### config.mk
export PLATFORM = sky130hd
export DESIGN_NAME = mole_round_ctrl
export DESIGN_NICKNAME = d
export VERILOG_FILES = /design/src/rtl/mole_round_ctrl.sv
export SDC_FILE = /design/constraint.sdc
export NUM_CORES = 1
export LEC_CHECK = 0
export ABC_AREA = 1
export CORE_MARGIN = 2
export CORE_UTILIZATION = 50
export DETAILED_ROUTE_END_ITERATION = 7
export PLACE_DENSITY = 0.79
export REMOVE_ABC_BUFFERS = 1
export SLEW_MARGIN = 40
export SYNTH_ARGS = -nofsm -noshare
export SYNTH_HDL_FRONTEND = slang
export SYNTH_SLANG_ARGS = --single-unit
export TNS_END_PERCENT = 30
### constraint.sdc
create_clock -name clk_i -period 1.8 [get_ports clk_i]
set_input_delay 0.36 -clock clk_i [delete_from_list [all_inputs] [get_ports clk_i]]
set_output_delay 0.36 -clock clk_i [all_outputs]
set_load 0.01 [all_outputs]
### src/rtl/mole_round_ctrl.sv
// rtl/mole_round_ctrl.sv - whac-a-mole round sequencer: mole timing, hit detection, score and misses
module mole_round_ctrl #(
    parameter int          NUM_MOLES       = 8,
    parameter int          CYCLES_PER_TICK = 1000,
    parameter int          GAP_TICKS       = 4,
    parameter int          UP_TICKS        = 8,
    parameter int          MAX_MISSES      = 3,
    parameter int          SCORE_BITS      = 8,
    parameter logic [7:0]  LFSR_SEED       = 8'hA5
) (
    input  logic                  clk_i,
    input  logic                  rst_ni,
    input  logic                  start_i,
    input  logic [NUM_MOLES-1:0]  btn_i,
    output logic [NUM_MOLES-1:0]  mole_o,
    output logic [SCORE_BITS-1:0] score_o,
    output logic [1:0]            misses_o,
    output logic                  hit_pulse_o,
    output logic                  miss_pulse_o,
    output logic                  game_over_o
);

    localparam int POS_W = $clog2(NUM_MOLES);
    localparam int PW    = (CYCLES_PER_TICK > 1) ? $clog2(CYCLES_PER_TICK) : 1;
    localparam int MAXT  = (GAP_TICKS > UP_TICKS) ? GAP_TICKS : UP_TICKS;
    localparam int TW    = (MAXT > 1) ? $clog2(MAXT) : 1;

    typedef enum logic [1:0] {
        S_IDLE = 2'd0,
        S_GAP  = 2'd1,
        S_UP   = 2'd2,
        S_OVER = 2'd3
    } state_e;

    state_e                state_q, state_d;
    logic [PW-1:0]         pre_q, pre_d;
    logic [TW-1:0]         tcnt_q, tcnt_d;
    logic [7:0]            lfsr_q, lfsr_d;
    logic [NUM_MOLES-1:0]  btn_q;
    logic [POS_W-1:0]      pos_q, pos_d;
    logic [NUM_MOLES-1:0]  mole_q, mole_d;
    logic [SCORE_BITS-1:0] score_q, score_d;
    logic [1:0]            misses_q, misses_d;
    logic                  hit_q, hit_d;
    logic                  miss_q, miss_d;
    logic                  over_q, over_d;

    logic                  tick;
    logic                  gap_done;
    logic                  up_done;
    logic [NUM_MOLES-1:0]  btn_edge;
    logic                  target_edge;
    logic [1:0]            misses_inc;
    logic                  last_miss;

    // Shared decode: tick on prescaler terminal count, phase completion, button rising edges
    always_comb begin
        tick        = (pre_q == PW'(CYCLES_PER_TICK - 1));
        gap_done    = tick && (tcnt_q == TW'(GAP_TICKS - 1));
        up_done     = tick && (tcnt_q == TW'(UP_TICKS - 1));
        btn_edge    = btn_i & ~btn_q;
        target_edge = btn_edge[pos_q];
        misses_inc  = misses_q + 2'd1;
        last_miss   = (misses_inc == 2'(MAX_MISSES));
        lfsr_d      = {lfsr_q[6:0], lfsr_q[7] ^ lfsr_q[5] ^ lfsr_q[4] ^ lfsr_q[3]};
    end

    // State register
    always_ff @(posedge clk_i or negedge rst_ni) begin
        if (!rst_ni) begin
            state_q <= S_IDLE;
        end else begin
            state_q <= state_d;
        end
    end

    // Next-state logic; a hit takes priority over a timeout in the same cycle
    always_comb begin
        state_d = state_q;
        case (state_q)
            S_IDLE, S_OVER: begin
                if (start_i) state_d = S_GAP;
            end
            S_GAP: begin
                if (gap_done) state_d = S_UP;
            end
            S_UP: begin
                if (target_edge)  state_d = S_GAP;
                else if (up_done) state_d = last_miss ? S_OVER : S_GAP;
            end
            default: state_d = S_IDLE;
        endcase
    end

    // Output/datapath next values for the registered outputs
    always_comb begin
        pos_d    = pos_q;
        mole_d   = mole_q;
        score_d  = score_q;
        misses_d = misses_q;
        hit_d    = 1'b0;
        miss_d   = 1'b0;
        over_d   = over_q;
        case (state_q)
            S_IDLE, S_OVER: begin
                mole_d = '0;
                if (start_i) begin
                    score_d  = '0;
                    misses_d = '0;
                    over_d   = 1'b0;
                end
            end
            S_GAP: begin
                if (gap_done) begin
                    pos_d  = lfsr_q[POS_W-1:0];
                    mole_d = NUM_MOLES'(1) << lfsr_q[POS_W-1:0];
                end
            end
            S_UP: begin
                if (target_edge) begin
                    score_d = (score_q == '1) ? score_q : score_q + SCORE_BITS'(1);
                    hit_d   = 1'b1;
                    mole_d  = '0;
                end else if (up_done) begin
                    misses_d = misses_inc;
                    miss_d   = 1'b1;
                    mole_d   = '0;
                    if (last_miss) over_d = 1'b1;
                end
            end
            default: mole_d = '0;
        endcase
    end

    // Prescaler and per-state tick counter, both cleared on any state change
    always_comb begin
        pre_d  = pre_q;
        tcnt_d = tcnt_q;
        if (state_d != state_q) begin
            pre_d  = '0;
            tcnt_d = '0;
        end else if (tick) begin
            pre_d = '0;
            if (state_q == S_GAP || state_q == S_UP) tcnt_d = tcnt_q + TW'(1);
        end else begin
            pre_d = pre_q + PW'(1);
        end
    end

    // Datapath and output registers; LFSR and button history update every cycle
    always_ff @(posedge clk_i or negedge rst_ni) begin
        if (!rst_ni) begin
            pre_q    <= '0;
            tcnt_q   <= '0;
            lfsr_q   <= LFSR_SEED;
            btn_q    <= '0;
            pos_q    <= '0;
            mole_q   <= '0;
            score_q  <= '0;
            misses_q <= '0;
            hit_q    <= 1'b0;
            miss_q   <= 1'b0;
            over_q   <= 1'b0;
        end else begin
            pre_q    <= pre_d;
            tcnt_q   <= tcnt_d;
            lfsr_q   <= lfsr_d;
            btn_q    <= btn_i;
            pos_q    <= pos_d;
            mole_q   <= mole_d;
            score_q  <= score_d;
            misses_q <= misses_d;
            hit_q    <= hit_d;
            miss_q   <= miss_d;
            over_q   <= over_d;
        end
    end

    assign mole_o       = mole_q;
    assign score_o      = score_q;
    assign misses_o     = misses_q;
    assign hit_pulse_o  = hit_q;
    assign miss_pulse_o = miss_q;
    assign game_over_o  = over_q;

endmodule

==> results of run 1 <==
==> registers in the layout, summed over array words and instances, names as in the netlist <==
signal	cells
pre_q	10
btn_q	8
lfsr_q	8
mole_o	8
score_o	8
pos_q	3
tcnt_q	3
misses_o	2
state_q	2
game_over_o	1
hit_pulse_o	1
miss_pulse_o	1
==> worst max-delay path: stages (launching register included) <==
cell	delay (ns)
dfrtp_1	0.40
ha_2	0.37
inv_1	0.06
or2_2	0.29
buf_4	0.16
nand2_1	0.07
nand2_1	0.06
nand2_2	0.08
nand3_4	0.09
buf_12	0.17
nor2_2	0.08
==> metrics by stage <==
step,setup slack [ns],power [W],cells,cell area [sq um]
after CTS,-0.0115,0.00305,406,3220
after floorplan,-0.0138,0.00190,280,2570
after detailed placement,-0.180,0.00230,397,3090
after global placement,-0.146,0.00228,397,3090
after global routing,-0.218,0.00352,410,3350
final,-0.0819,0.00334,410,3350
==> layer usage <==
layer,up-vias,routed length [microns],track usage
met5,-,0,0
met4,0,52,0.0436
met3,6,167,0.0509
met2,32,2730,0.302
met1,968,2270,0.216
li1,1017,-,-
==> logic make-up after synthesis <==
group                    synth area share
multiplexers                      0.00386
buffers and inverters              0.0660
flip-flops                          0.532
AND/OR/NAND/NOR                     0.247
adder cells (fa/ha/maj)            0.0386
XOR/XNOR                           0.0439
AO/OA/AOI/OAI                      0.0684
==> cell usage in the layout (no fill, tap or decap), types with 2 or more instances in the layout <==
cell type        instances
o21ai_0                 12
or2_2                    2
ha_2                     2
buf_4                   19
inv_2                    3
nand2_2                  7
dfrtp_1                 50
nand3_1                 19
nor3_1                   2
o21ai_1                  3
xor2_1                   7
ha_1                     5
nand2_1                 55
xnor2_1                  6
inv_1                   35
nand3_2                  7
a31oi_1                  2
o31ai_1                 10
nand4_1                  3
nor2_2                  10
clkbuf_8                 7
dfstp_2                  4
nor2_1                  19
nand2_4                  2
clkdlybuf4s50_1         30
a21oi_1                  2
nor2_4                   7
==> what timing repair did <==
item | CTS | global route
pin swaps | 2 | 7
setup endpoints to repair | 15 | 31
hold endpoints to repair | 0 | 0
resized for setup | 5 | 22
hold buffers | 0 | 0
gates cloned | 0 | 1
setup buffers | 1 | 3
==> report_power, final <==
group / switching (W) / leakage (nW) / internal, W
Combinational: 0.000696 / 0.707 / 0.000553
Sequential: 0.0000507 / 0.727 / 0.00130
Clock: 0.000385 / 0.0505 / 0.000350
Total: 0.00113 / 1.48 / 0.00221
==> worst min path at each step <==
| stage | endpoint | slack (ns) |
|---|---|---|
| 2_1_floorplan | btn_q[0]$_DFF_PN0_ | 0.06 |
| 3_5_place_dp | lfsr_q[7]$_DFF_PN1_ | 0.34 |
| 6_report | btn_q[4]$_DFF_PN0_ | 0.01 |
| 3_3_place_gp | lfsr_q[7]$_DFF_PN1_ | 0.34 |
| 5_1_grt | btn_q[4]$_DFF_PN0_ | 0.03 |
| 4_1_cts | btn_q[4]$_DFF_PN0_ | 0.02 |
==> cell type report <==
cell class | instances | area [sq um] | share of cell area
repair buffers | 52 | 493 | 0.147
clock inverters | 1 | 7.51 | 0.00224
well taps | 70 | 87.6 | 0.0261
multi-input cells | 187 | 1140 | 0.340
inverters | 38 | 143 | 0.0426
clock buffers | 7 | 96.3 | 0.0288
flip-flops and latches | 55 | 1380 | 0.413
==> results.py, run 1 <==
metrics = {
    "run_status": {
        "run_status": "finished, violations left",
        "failed_checks": "setup timing",
    },
    "cts": {
        "cts_buffer_depth": 2,
        "insertion_delay_ns": 0.30,
        "numCtsBuffers": 5,
        "cts_tree": "done",
        "htree_levels": 2,
        "root_buffer": "clkbuf_8",
        "clkSinkCount": 55,
        "clkTransAtPathRegs_ns": 0.10,
    },
    "drt": {
        "dr.pass1.iters": 4,
        "dr.first_iter.drc_count": 116,
        "finalWirelength_mm": 5.22,
        "via_count": 2023,
        "routedWlPerCell_microns": 12.7,
        "drc_errors": 0,
        "ant_nets": 0,
        "drt-vias-per-instance": 4.93,
    },
    "synthesis": {
        "ys_seq_area_frac": 0.532,
        "ys_async_sr_fraction": 1.00,
        "avgSynthCellArea_sq_um": 9.14,
        "synthTopCellsByArea": "dfrtp_1 (49%), nand2_1 (8.7%), inv_1 (5.1%)",
        "ys.flop_type": "dfrtp_1",
        "synthesis.area_sq_um": 2600,
        "netlist.area_leader.share": 0.492,
        "yosysTopAreaCell": "dfrtp_1",
        "synth_cells": 284,
        "synth_commonest_cells": "nand2_1 (60), dfrtp_1 (51), inv_1 (35)",
        "synth.most_common_cell": "nand2_1",
        "synth-edff-count": 0,
        "yosys_warnings": 0,
        "yosys.cell_types.count": 27,
        "ys_seq_elements": 55,
    },
    "sta": {
        "worst_pin_slew_ns": 0.419,
        "slew-limit-headroom": 0.720,
        "setup_viol": 13,
        "fin_ws_ns": -0.0819,
        "grt_setup_unrepaired": "true",
        "setup_tns_ns": -0.866,
        "finalCritPeriodShare": 1.05,
        "min_period_ns": 1.88,
        "finalClockSkew_ns": 0.00692,
        "slew_violations": 0,
        "hold-worst-slack_ns": 0.0138,
        "finalHoldViolCount": 0,
        "fmax_mhz": 531,
    },
    "grt": {
        "gr-total-overflow": 0,
        "grt_pass1_wl_mm": 8.27,
        "grt_pass1_vias": 1930,
        "grt_max_degree": 35,
        "grtUsageTotal": 0.174,
        "antenna_found_initial": 0,
    },
    "die": {
        "ios": 32,
        "initial_utilization": 0.512,
        "rows": 26,
        "die_y_microns": 76.1,
        "fp.dieW_microns": 76.1,
        "core_area_sq_um": 5070,
        "dieArea_sq_um": 5790,
    },
    "place": {
        "place.port_buffers": 31,
        "place_congestion": 0.871,
        "hpwl_mm": 3.41,
    },
    "critical_path": {
        "cp-end-kind": "flip-flop",
        "r2r_start": "state_q[1]$_DFF_PN0_",
        "crit_end": "tcnt_q[0]$_DFFE_PN0P_",
        "crit_fanout": 7,
        "crit_required_ns": 2.04,
        "cp-startpoint": "state_q[1]$_DFF_PN0_",
        "reg2reg_slack_ns": -0.08,
        "arrival_ns": 2.12,
        "critical_path_class": "reg2reg",
        "startpoint_type": "flip-flop",
        "reg2reg_depth": 10,
        "r2r-end": "tcnt_q[0]$_DFFE_PN0P_",
    },
    "pwr": {
        "p_per_area_nw_per_um2": 997,
        "p_leak_nw": 1.48,
        "peakVddDrop_uv": 650,
    },
    "final_layout": {
        "n_antenna_cell": 0,
        "nets": 358,
        "syn2layout_area_growth_pct": 29.0,
        "n_fill_cell": 404,
        "drive_gt1_frac": 0.229,
        "postLayoutCoreUtil": 0.660,
    },
    "min_path": {
        "hold_class": "in2async",
    },
    "job": {
        "max_cap_violations": 0,
    },
}
Note: power is estimated with default switching activity, not from simulation.
==> run 2, diff against run 1 <==
- CORE_MARGIN: 2 -> unset
- HOLD_SLACK_MARGIN: unset -> 0.1
==> run 2 against run 1 <==
Compared with the run above:
- the flow still finishes with violations (setup timing)
- clock skew is 0.0033 ns higher
- fmax fell by 1.6%
- global-route usage is 3.4 points higher
- count of clock-buffer cells in the layout did not move
- non-clock buffer count up 1
- sequential share of layout area rose by 0.27 points
- register-to-register slack worse by 0.03 ns
- clock power is 3.9% lower
- routed wire length up 1.4%
- sequential power is essentially flat
- cell area fell by 0.75%
- critical path type unchanged
==> results.py, run 2 (synthesis gave the netlist of run 1 again) <==
metrics = {
    "run_status": {
        "run_status": "finished, violations left",
        "failed_checks": "setup timing",
    },
    "final_layout": {
        "n_antenna_cell": 0,
        "syn2layout_area_growth_pct": 28.0,
        "top_register": "pre_q",
        "layout_commonest_cell": "nand2_1",
        "postLayoutCoreUtil": 0.686,
        "n_fill_cell": 361,
        "nets": 359,
        "layout_common_cells": "nand2_1 (54), dfrtp_1 (51), inv_1 (34)",
        "stdcell_area_sq_um": 3320,
        "drive_gt1_frac": 0.220,
        "largest_reg_flops": 10,
    },
    "place": {
        "place.port_buffers": 31,
        "place_congestion": 0.821,
        "hpwl_mm": 3.58,
        "dpl_cell_area_sq_um": 3080,
    },
    "sta": {
        "setup_tns_ns": -1.35,
        "setup_viol": 13,
        "grt_setup_unrepaired": "true",
        "fmax_mhz": 523,
        "min_period_ns": 1.91,
        "finalClockSkew_ns": 0.0102,
        "fin_ws_ns": -0.112,
        "slew_violations": 0,
        "slew-limit-headroom": 0.798,
        "finalHoldViolCount": 0,
        "worst_pin_slew_ns": 0.301,
        "finalCritPeriodShare": 1.06,
    },
    "drt": {
        "drt-vias-per-instance": 4.92,
        "routedWlPerCell_microns": 13.0,
        "dr.first_iter.drc_count": 93,
        "dr.pass1.iters": 4,
        "finalWirelength_mm": 5.30,
        "via_count": 2006,
        "ant_nets": 0,
        "drc_errors": 0,
    },
    "pwr": {
        "p_per_area_nw_per_um2": 1010,
        "peakVddDrop_uv": 620,
        "p_leak_nw": 1.49,
    },
    "critical_path": {
        "arrival_ns": 2.16,
        "crit_fanout": 6,
        "cp-end-kind": "flip-flop",
        "startpoint_type": "flip-flop",
        "critical_path_class": "reg2reg",
        "crit_required_ns": 2.05,
    },
    "die": {
        "ios": 32,
        "fp.dieW_microns": 74.1,
        "core_area_sq_um": 4850,
        "die_y_microns": 74.1,
        "rows": 25,
        "dieArea_sq_um": 5480,
        "initial_utilization": 0.535,
    },
    "cts": {
        "numCtsBuffers": 5,
        "insertion_delay_ns": 0.31,
        "cts_buffer_depth": 2,
        "cts_tree": "done",
        "root_buffer": "clkbuf_8",
        "htree_levels": 2,
        "clkSinkCount": 55,
        "clkTransAtPathRegs_ns": 0.09,
    },
    "grt": {
        "grt_pass1_wl_mm": 8.58,
        "grt_pass1_vias": 1998,
        "gr-total-overflow": 0,
        "antenna_found_initial": 0,
        "grtUsageTotal": 0.209,
        "grt_max_degree": 56,
    },
    "job": {
        "max_cap_violations": 0,
    },
    "min_path": {
        "hold_class": "reg2reg",
    },
}
[run 2: cell count changes in the layout (fill, tap and decap cells not counted), sizes merged]
| cell | previous run | this run |
|---|---|---|
| clkinv | 0 | 1 |
| clkinvlp | 1 | 0 |
| dlygate4sd3 | 0 | 1 |
[run 2: layout make-up]
| type | instances | area [sq um] | area share |
|---|---|---|---|
| multi-input cells | 187 | 1110 | 0.334 |
| repair buffers | 53 | 515 | 0.155 |
| clock buffers | 7 | 86.3 | 0.0260 |
| clock inverters | 1 | 5.00 | 0.00151 |
| flip-flops and latches | 55 | 1380 | 0.416 |
| inverters | 38 | 143 | 0.0429 |
| well taps | 67 | 83.8 | 0.0252 |
[run 2: power breakdown]
| group | leakage, nW | switching [W] | internal [W] |
|---|---|---|---|
| combinational | 0.717 | 0.000690 | 0.000593 |
| clock | 0.0482 | 0.000396 | 0.000311 |
| sequential | 0.729 | 0.0000585 | 0.00130 |
| total | 1.49 | 0.00114 | 0.00221 |
[run 2: metrics by stage]
| stage | instances | total power (W) | hold slack (ns) | setup WS (ns) |
|---|---|---|---|---|
| floorplan | 280 | 0.00190 | 0.0644 | -0.0138 |
| global placement | 391 | 0.00228 | 0.335 | -0.137 |
| detailed placement | 391 | 0.00233 | 0.339 | -0.207 |
| CTS | 402 | 0.00305 | 0.361 | -0.0894 |
| global route | 408 | 0.00353 | 0.381 | -0.199 |
| finish | 408 | 0.00335 | 0.358 | -0.112 |
[run 2: routing by layer]
layer | part of all wire | GRT usage | vias to the layer above
met5 | 0 | 0 | -
met1 | 0.45 | 0.252 | 934
met3 | 0.035 | 0.0379 | 11
met4 | 0.018 | 0.0855 | 0
met2 | 0.50 | 0.369 | 41
li1 | - | - | 1020
[run 2: timing repair]
| action | in CTS | in global routing |
|---|---|---|
| setup buffers | 2 | 5 |
| setup endpoints to repair | 19 | 32 |
| hold buffers | 1 | 0 |
| cloned | 0 | 1 |
| pin swaps | 3 | 8 |
| hold endpoints to repair | 51 | 0 |
| gates resized for setup | 2 | 19 |
[run 2: path summary, 6_finish.rpt]
check / slack [ns] / endpoint / cells past startpoint / startpoint
max in group asynchronous: 0.94 / lfsr_q[5]$_DFF_PN1_ / 3 / rst_ni
max: -0.11 / pre_q[7]$_DFF_PN0_ / 13 / pre_q[0]$_DFF_PN0_
max reg2reg: -0.11 / pre_q[7]$_DFF_PN0_ / 13 / pre_q[0]$_DFF_PN0_
min in group asynchronous: 0.56 / btn_q[6]$_DFF_PN0_ / 3 / rst_ni
min reg2reg: 0.36 / lfsr_q[7]$_DFF_PN1_ / 0 / lfsr_q[6]$_DFF_PN0_
min: 0.36 / lfsr_q[7]$_DFF_PN1_ / 0 / lfsr_q[6]$_DFF_PN0_
[run 2: worst max-delay path: stages (launching register included)]
cell	delay (ns)
dfrtp_1	0.44
ha_4	0.18
nand2_4	0.06
nor2_4	0.15
buf_4	0.14
nand4_1	0.10
nand2_1	0.08
nand3_1	0.07
nand2_1	0.08
nand2_1	0.06
nand3_1	0.13
nand3_4	0.12
clkbuf_16	0.18
nor2_2	0.07
==> run 3, diff against run 2 <==
- HOLD_SLACK_MARGIN: 0.1 -> unset
==> run 3 against run 2 <==
Compared with the run above:
- the run still ends with setup timing left
- non-clock buffer count down 1
- register-to-register slack barely moved
- sequential share of layout area grew 0.13 points
- clock power is essentially flat
- total power is 0.13% lower
- setup slack improved by 0.0011 ns
- critical path depth stayed put
- first-iteration DRC count down 19%
- fmax about the same
- die area unchanged
- critical endpoint unchanged
==> results.py, run 3 (synthesis gave the netlist of run 1 again) <==
metrics = {
    "min_path": {
        "hold_class": "in2async",
    },
    "critical_path": {
        "crit_fanout": 6,
        "cp-end-kind": "flip-flop",
        "crit_required_ns": 2.05,
        "arrival_ns": 2.16,
        "critical_path_class": "reg2reg",
        "startpoint_type": "flip-flop",
    },
    "final_layout": {
        "postLayoutCoreUtil": 0.684,
        "drive_gt1_frac": 0.221,
        "layout_common_cells": "nand2_1 (54), dfrtp_1 (51), inv_1 (34)",
        "n_antenna_cell": 0,
        "top_register": "pre_q",
        "instances_no_fill": 407,
        "syn2layout_area_growth_pct": 27.7,
        "nets": 358,
        "n_fill_cell": 362,
        "largest_reg_flops": 10,
        "layout_commonest_cell": "nand2_1",
    },
    "drt": {
        "via_count": 2005,
        "dr.pass1.iters": 4,
        "top_layer": "met4",
        "m1WireLength_mm": 2.35,
        "drc_errors": 0,
        "drt-vias-per-instance": 4.93,
        "dr.first_iter.drc_count": 75,
        "finalWirelength_mm": 5.27,
        "wl_met2_mm": 2.64,
        "ant_nets": 0,
        "routedWlPerCell_microns": 13.0,
        "routed-wl-met3_microns": 184,
    },
    "sta": {
        "setup_viol": 13,
        "finalHoldViolCount": 0,
        "worst_pin_slew_ns": 0.311,
        "finalCritPeriodShare": 1.06,
        "grt_setup_unrepaired": "true",
        "min_period_ns": 1.91,
        "slew_violations": 0,
        "finalClockSkew_ns": 0.0103,
        "fin_ws_ns": -0.111,
        "slew-limit-headroom": 0.792,
        "fmax_mhz": 523,
    },
    "cts": {
        "holdBufCountCts": 0,
        "insertion_delay_ns": 0.31,
        "numCtsBuffers": 5,
        "cts_tree": "done",
        "root_buffer": "clkbuf_8",
        "clkSinkCount": 55,
        "cts_buffer_depth": 2,
        "clkTransAtPathRegs_ns": 0.10,
        "htree_levels": 2,
    },
    "job": {
        "max_cap_violations": 0,
    },
    "place": {
        "dp.cells": 391,
        "hpwl_mm": 3.58,
        "place.port_buffers": 31,
        "pre_cts_ws_ns": -0.207,
        "place_congestion": 0.821,
    },
    "grt": {
        "grt_max_degree": 56,
        "grt_pass1_wl_mm": 8.56,
        "antenna_found_initial": 0,
        "grtUsageTotal": 0.208,
        "grt_pass1_vias": 1992,
        "gr-total-overflow": 0,
    },
    "pwr": {
        "p_per_area_nw_per_um2": 1010,
        "peakVddDrop_uv": 617,
        "p_leak_nw": 1.49,
        "p_total_w": 0.00335,
    },
    "die": {
        "fp.dieW_microns": 74.1,
        "rows": 25,
        "core_area_sq_um": 4850,
        "ios": 32,
        "initial_utilization": 0.535,
        "die_y_microns": 74.1,
        "dieArea_sq_um": 5480,
    },
    "run_status": {
        "run_status": "finished, violations left",
        "failed_checks": "setup timing",
    },
}
==> run 3: final timing paths <==
check | endpoint | slack (ns) | cells past startpoint | startpoint
max in group asynchronous | lfsr_q[0]$_DFF_PN1_ | 1.47 | 2 | rst_ni
min in group clk_i | lfsr_q[7]$_DFF_PN1_ | 0.36 | 0 | lfsr_q[6]$_DFF_PN0_
max reg2reg | pre_q[7]$_DFF_PN0_ | -0.11 | 13 | pre_q[0]$_DFF_PN0_
max | pre_q[7]$_DFF_PN0_ | -0.11 | 13 | pre_q[0]$_DFF_PN0_
min | btn_q[6]$_DFF_PN0_ | 0.02 | 2 | rst_ni
min reg2reg | lfsr_q[7]$_DFF_PN1_ | 0.36 | 0 | lfsr_q[6]$_DFF_PN0_
==> run 3: where the power goes <==
part           internal, W  leakage [nW]  switching [W]
Clock             0.000311        0.0482       0.000394
Combinational     0.000591         0.712       0.000688
Sequential         0.00130         0.729      0.0000587
==> run 3: cell type report <==
| cell class | instances | area (sq um) | share of cell area |
|---|---|---|---|
| Clock buffer | 7 | 86.3 | 0.0260 |
| Timing Repair Buffer | 52 | 505 | 0.153 |
| Multi-Input combinational cell | 187 | 1110 | 0.335 |
| Clock inverter | 1 | 5.00 | 0.00151 |
| Inverter | 38 | 143 | 0.0430 |
| Sequential cell | 55 | 1380 | 0.417 |
| Tap cell | 67 | 83.8 | 0.0253 |
==> run 3: per-stage QoR <==
| step | TNS [ns] | hold WS, ns | instance area [sq um] |
|---|---|---|---|
| after detailed placement | -3.95 | 0.339 | 3080 |
| after floorplan | -0.0138 | 0.0644 | 2570 |
| after CTS | -1.17 | 0.0344 | 3190 |
| after global routing | -2.97 | 0.0344 | 3310 |
| after global placement | -2.43 | 0.335 | 3080 |
| final | -1.33 | 0.0221 | 3310 |
==> run 3: timing repair <==
action,4_1_cts,5_1_grt
pin swaps,3,8
gates resized for setup,2,19
endpoints found under the setup margin,19,32
cloned,0,1
setup buffers,2,5
==> run 3: routing by layer <==
layer,vias to the layer above,track usage
li1,1019,-
met1,938,0.252
met2,39,0.367
met3,9,0.0379
met4,0,0.0855
met5,-,0
==> run 3: critical path, cell delays in order, from the launching register on <==
cell       delay [ns]
dfrtp_1          0.44
ha_4             0.18
nand2_4          0.06
nor2_4           0.15
buf_4            0.14
nand4_1          0.10
nand2_1          0.08
nand3_1          0.07
nand2_1          0.08
nand2_1          0.06
nand3_1          0.12
nand3_4          0.12
clkbuf_16        0.18
nor2_2           0.07
